==> src/rtl/jpeg_ff_stuffer.sv <==
// JPEG output byte stuffer: serialises 32-bit FIFO words MSB first,
// inserts 0x00 after each 0xFF data byte and appends the EOI marker.
module jpeg_ff_stuffer #(
  parameter logic [7:0]  STUFF_BYTE = 8'h00,
  parameter logic [15:0] EOI_MARKER = 16'hFFD9
) (
  input  logic        clk,
  input  logic        rst,
  input  logic        fifo_empty,
  input  logic [31:0] fifo_read_data,
  input  logic        fifo_rdata_valid,
  output logic        fifo_read_req,
  input  logic        eoi_req,
  output logic [7:0]  out_byte,
  output logic        out_valid,
  input  logic        out_ready,
  output logic        eoi_done,
  output logic        busy
);

  typedef enum logic [2:0] {
    IDLE,
    WAIT,
    EMIT,
    STUFF,
    EOI_FF,
    EOI_D9
  } state_t;

  state_t      state, state_nx;
  logic [1:0]  idx, idx_nx;
  logic [31:0] word, word_nx;
  logic        eoi_pending, pend_nx;
  logic [7:0]  cur_byte;
  logic [7:0]  byte_nx;
  logic        load;
  logic        done_nx;
  logic        slot_free;

  assign slot_free = !out_valid || out_ready;

  assign fifo_read_req = (state == IDLE) && !fifo_empty && !rst;

  assign busy = (state != IDLE) || out_valid || eoi_pending;

  // select the byte of the held word addressed by idx, MSB first
  always_comb begin
    cur_byte = word[31:24];
    unique case (idx)
      2'd0: cur_byte = word[31:24];
      2'd1: cur_byte = word[23:16];
      2'd2: cur_byte = word[15:8];
      2'd3: cur_byte = word[7:0];
      default: cur_byte = word[31:24];
    endcase
  end

  // next state, byte selection and output-slot loading
  always_comb begin
    state_nx = state;
    idx_nx   = idx;
    word_nx  = word;
    load     = 1'b0;
    byte_nx  = out_byte;
    done_nx  = 1'b0;
    pend_nx  = eoi_pending || eoi_req;
    unique case (state)
      IDLE: begin
        if (!fifo_empty) begin
          state_nx = WAIT;
        end else if (eoi_pending) begin
          state_nx = EOI_FF;
        end
      end
      WAIT: begin
        if (fifo_rdata_valid) begin
          word_nx  = fifo_read_data;
          idx_nx   = 2'd0;
          state_nx = EMIT;
        end
      end
      EMIT: begin
        if (slot_free) begin
          load    = 1'b1;
          byte_nx = cur_byte;
          if (cur_byte == 8'hFF) begin
            state_nx = STUFF;
          end else if (idx == 2'd3) begin
            state_nx = IDLE;
          end else begin
            idx_nx = idx + 2'd1;
          end
        end
      end
      STUFF: begin
        if (slot_free) begin
          load    = 1'b1;
          byte_nx = STUFF_BYTE;
          if (idx == 2'd3) begin
            state_nx = IDLE;
          end else begin
            idx_nx   = idx + 2'd1;
            state_nx = EMIT;
          end
        end
      end
      EOI_FF: begin
        if (slot_free) begin
          load     = 1'b1;
          byte_nx  = EOI_MARKER[15:8];
          state_nx = EOI_D9;
        end
      end
      EOI_D9: begin
        if (slot_free) begin
          load     = 1'b1;
          byte_nx  = EOI_MARKER[7:0];
          done_nx  = 1'b1;
          pend_nx  = 1'b0;
          state_nx = IDLE;
        end
      end
      default: state_nx = IDLE;
    endcase
  end

  // state, word and output register; a held byte stays put while stalled
  always_ff @(posedge clk) begin
    if (rst) begin
      state       <= IDLE;
      idx         <= 2'd0;
      word        <= 32'h0;
      eoi_pending <= 1'b0;
      out_byte    <= 8'h00;
      out_valid   <= 1'b0;
      eoi_done    <= 1'b0;
    end else begin
      state       <= state_nx;
      idx         <= idx_nx;
      word        <= word_nx;
      eoi_pending <= pend_nx;
      eoi_done    <= done_nx;
      if (load) begin
        out_byte  <= byte_nx;
        out_valid <= 1'b1;
      end else if (slot_free) begin
        out_valid <= 1'b0;
      end
    end
  end

endmodule

==> config.mk <==
export PLATFORM = sky130hd
export DESIGN_NAME = jpeg_ff_stuffer
export DESIGN_NICKNAME = d
export VERILOG_FILES = /design/src/rtl/jpeg_ff_stuffer.sv
export SDC_FILE = /design/constraint.sdc
export NUM_CORES = 1
export LEC_CHECK = 0
export BUFFER_PORTS_ARGS = -buffer_cell sky130_fd_sc_hd__buf_2
export CORE_UTILIZATION = 50
export DETAILED_ROUTE_END_ITERATION = 10
export PLACE_DENSITY_LB_ADDON = 0.1
export SLEW_MARGIN = 20
export SYNTH_ARGS = -nofsm -noshare
export SYNTH_HDL_FRONTEND = slang
export SYNTH_SLANG_ARGS = --single-unit
==> constraint.sdc <==
create_clock -name clk -period 4.8 [get_ports clk]
set_input_delay 0.48 -clock clk [delete_from_list [all_inputs] [get_ports clk]]
set_output_delay 0.48 -clock clk [all_outputs]
set_load 0.005 [all_outputs]
**Word-level counts from Yosys, hierarchy flattened**

Index checks and enable logic that the tools add are counted.

- Add/subtract/negate cells: 1
- Equality and inequality tests: 17
- Muxes and demuxes: 29
- Bitwise gates (word level): 1
- Reductions and logical operators: 21

Operators with widths:

| cell | number |
|---|---|
| one-hot mux 8 bit (4 select lines) | 2 |
| 2-to-1 mux 8 bit | 4 |
| 2-to-1 mux 3 bit | 9 |
| one-hot mux 3 bit (6 select lines) | 1 |
| 2-to-1 mux 2 bit | 6 |
| inequality test 2 bit, second input constant | 6 |
| equality test 8 bit, second input constant | 1 |
| AND reduction 7 bit | 1 |
| equality test 3 x 2 -> 1 bit, second input constant | 2 |
| equality test 3 bit, second input constant | 2 |
| 2-to-1 mux 1 bit | 6 |
| inequality test 3 bit, second input constant | 2 |
| one-hot mux 2 bit (3 select lines) | 1 |
| AND reduction 6 bit | 1 |
| nonzero test 3 bit | 2 |
| AND reduction 5 bit | 1 |
| equality test 2 bit, second input constant | 2 |
| logical OR 1 bit | 4 |
| nonzero test 4 bit | 1 |
| OR reduction 4 bit | 1 |
| equality test 3 x 1 -> 1 bit, second input constant | 1 |
| logical NOT 1 bit | 3 |
| logical NOT 3 bit | 1 |
| adder 2 x 1 -> 2 bit, second input constant | 1 |
| 7 further kinds | 8 |

- Register bits after elaboration: 48
- Logic and storage cells: 76

**Depth between registers and ports, before layout**

- Depth after elaboration: 6
- Mapped depth: 9
- Gate-level depth less buffers: 8

**Worst setup path after synthesis**

No wires, ideal clock.

- Kind: reg-to-reg
- Start point: register idx[0]
- End point: register state[2]
- Data arrival time: 1.907 ns
- Setup slack: 2.807 ns
- Stages on the path, launching flop included: 10
- Path buffers: 1
- Cells stage by stage: dfxtp_1 inv_1 ha_1 buf_6 nor2b_1 a21oi_2 nand4_2 o21ai_2 or3b_1 a221oi_2

- Longest elaborated chain between the ends: 6
- Elaborated cells on any way between the ends: 11
- Those cells by class: 5 x eq/ne; 4 x mux; 2 x reduce/logical

RTL lines:

| what | line | RTL |
|---|---|---|
| from (decl) | 31 | `logic [1:0] idx, idx_nx;` |
| from (signal assigned) | 139 | `idx <= idx_nx;` |
| equality test 2 bit (tied with other cells) | 49, 88 |  |
| one-hot mux 8 bit (4 select lines) | 49 | `unique case (idx)` |
| equality test 8 bit | 86 | `if (cur_byte == 8'hFF) begin` |
| 2-to-1 mux 3 bit | 86 |  |
| 2-to-1 mux 3 bit | 83 | `if (slot_free) begin` |
| one-hot mux 3 bit (6 select lines) | 67 | `unique case (state)` |
| to (signal assigned) | 138 | `state <= state_nx;` |
| to (decl) | 30 | `state_t state, state_nx;` |

Parallel ways exist; a longest one is shown, timed or not. The select of a mux whose other input is x is not followed.
A chain may end at the register's enable or synchronous reset.

**Worst setup path after layout**

Same ends and word-level chain as after synthesis.

==> results.md <==
* Io pins at 50
* Peak VDD IR at 0.263 mV
* R2R depth at 8
* Final hold slack at 0.400 ns
* RR Endpoint: state[2]$_SDFFE_PP0P_
* Final worst setup slack at 2.47 ns
* 1st-iter DRT viols at 131
* Pwr Total at 1.20 mW
* Detail Route Antenna Nets at 0
* Detailed Routing Iterations Pass 1 at 4
* Tcrit/Tclk final at 48.6%
* Reg2reg setup slack at 2.47 ns
* Hold Startpoint: fifo_read_data[3]
* Crit. End Element: register
* WP depth at 8
* Mapped cell area at 2250 um2
* Max_slew headroom at 29.9%
* Post-Synthesis Cells at 283
* Gpl congestion at 0.795
* RSZ-0062 raised after global routing: false
* Synth unique cells at 40
* Wire length per cell at 13.8 um
* Arrival time worst endpoint at 2.56 ns
* Setup Buffers After CTS at 0
* Pleak at 0.986 nW
* Total Routing Usage GR at 22.7%
* Required time of the critical path at 5.02 ns
* Max-slew violations at 0
* Async S/R FF share, synth at 0%
* Vias in the first global route at 1841
* Worst-Margin Slew at 1.05 ns
* Drt via density at 5.45
* Crit path cell chain: inv_1 -> ha_1 -> nor2b_2 -> a21oi_2 -> nand4_2 -> o21ai_2 -> or3b_1 -> a221oi_2
* Antenna Cells at 0
* Syn_area_per_cell at 7.95 um2
* Initial Utilization at 51.7%
* Crit path max-delay cell type: dfxtp_1
* First-pass GRT wire length at 8720 um
* Syn nets at 327
* Total wire length at 5150 um
* Die H at 69.1 um
* Crit-path leading delay family: simple AND/OR/NAND/NOR gates
* Fin Setup TNS at 0 ns
* Fmax at 0.428 GHz
* Commonest cells after routing, fill and taps aside: nand2_1 (70), a21oi_1 (53), buf_2 (49), dfxtp_1 (48), a21oi_2 (11)
* Final Hold Viols at 0
* Worst-path clk slew at 0.09 ns
* Core area at 4350 um2
* DRC errors left at 0
* EDFF count, synth at 0
* TritonCTS clock tree: done
* Pwr per Cell Area at 469 nW/um2
* Die ar. at 4770 um2
* Fin area at 2560 um2
* Via count at 2027
* WS Path Type: reg2reg
* Crit-path max FO at 16
* Buf/Inv on CP at 1
* Largest net degree at the start of global routing at 40
* Status: finished, final reports clean
* Max cap viols at 0
* Core Rows at 24
* Min-delay worst type: in2reg
* Crit path launch type: register
* Layout cell share with drive strength beyond 1 at 25.0%
* Most common cell after layout, fill and taps aside: nand2_1
* Worst-skew pair later-pin latency at 0.31 ns
* Root Driver: clkbuf_8
* YS warnings at 0
* Worst r2r src: idx[0]$_SDFFE_PP0P_
* Num CTS Buffers at 5
* CTS Sinks at 48
* Final min period at 2.33 ns
* Grt ovf at 0
* Final-stage net count at 364
* Crit path largest cell delay at 0.39 ns
* Top FF cell, synth: dfxtp_1
* Clk_skew at 0.00566 ns
* Hold path endpoint: word[3]$_SDFFE_PP0P_
* Max Root-Sink Buffers at 2
* Die Width at 69.1 um
* Post-place instance area at 2470 um2
* Hpwl dp at 3580 um
* Sequential fraction of the synthesis area at 42.7%
* Synthesis-stage register bit count at 48
* Htree depth at 2
* Hold path cells at 3
* Antenna violations before repair at 0
* Hold buffers post-CTS at 0
* P&R area growth vs syn at 13.6%
* PostCTS Resize Cnt at 0
* Buffers on Ports at 49
* Final setup viols at 0
* Setup WS pre-CTS at 2.50 ns
worst min-delay path: stages:
cell,delay [ns]
buf_2,0.09
nand2_1,0.04
a21oi_1,0.05
where the power goes:
group	internal, mW	switching [mW]
registers	0.465	0.0654
clock network	0.0988	0.135
logic	0.165	0.269
total	0.730	0.470
registers in the layout (all words and copies together) (netlist names):
register and flops:
eoi_done 1, eoi_pending 1, idx 2, out_byte 8
out_valid 1, state 3, word 32
logic make-up (layout without fill, tap and decap cells):
group / Yosys count / count (layout) / synth area share [%]
compound gates: 97 / 97 / 26.8
fa+ha+maj: 6 / 6 / 3.34
buf+inv: 25 / 62 / 4.84
flops: 48 / 48 / 42.7
mux: 1 / 1 / 0.445
simple gates: 106 / 106 / 21.9
synth_stat cells, types with 2 or more instances:
master    number  area share, %
nand4_2        2            1.1
o311ai_1       2           0.78
nand2_1       70             12
nor4_1         2           0.56
nor2b_2        4            1.6
o21ai_0       10            2.2
a21oi_1       53             12
dfxtp_1       48             43
nand3_1        3           0.67
buf_1          2           0.33
clkbuf_1      12            2.0
buf_2          3           0.67
o41ai_1        2           0.78
nor2b_1        9            2.5
a22oi_1       10            3.3
inv_1          5           0.83
ha_1           6            3.3
nor2_1         8            1.3
a21oi_2       11            4.3
metrics by stage:
step	util (%)	std cells
after global routing	58.7	372
after floorplan	-	283
after CTS	58.7	372
final	58.7	372
after detailed placement	56.8	365
after global placement	56.8	365
per-layer routing:
layer | GRT usage (%) | wire, um | vias up
li1 | - | - | 1059
met1 | 34.6 | 2750 | 927
met2 | 32.1 | 2180 | 36
met3 | 4.68 | 202 | 5
met4 | 6.12 | 23 | 0
met5 | 0 | 0 | -
final cells by class:
cell class                 instances  area, um2
fill                             419       1800
multi-input combinational        210       1180
sequential                        48        961
timing repair buffer              49        245
clock buffer                       5       68.8
tap                               52       65.1
inverter                           6       22.5
clock inverter                     2       12.5
worst max path at each step:
stage / start / endpoint / slack (ns)
floorplan: idx[0]$_SDFFE_PP0P_ / state[2]$_SDFFE_PP0P_ / 2.81
global placement: idx[0]$_SDFFE_PP0P_ / state[2]$_SDFFE_PP0P_ / 2.51
detailed placement: idx[0]$_SDFFE_PP0P_ / state[2]$_SDFFE_PP0P_ / 2.50
CTS: idx[0]$_SDFFE_PP0P_ / state[2]$_SDFFE_PP0P_ / 2.49
global route: state[2]$_SDFFE_PP0P_ / out_byte[2]$_SDFFE_PP0P_ / 2.29
finish: idx[0]$_SDFFE_PP0P_ / state[2]$_SDFFE_PP0P_ / 2.47
Note: power is estimated with default switching activity, not from simulation.
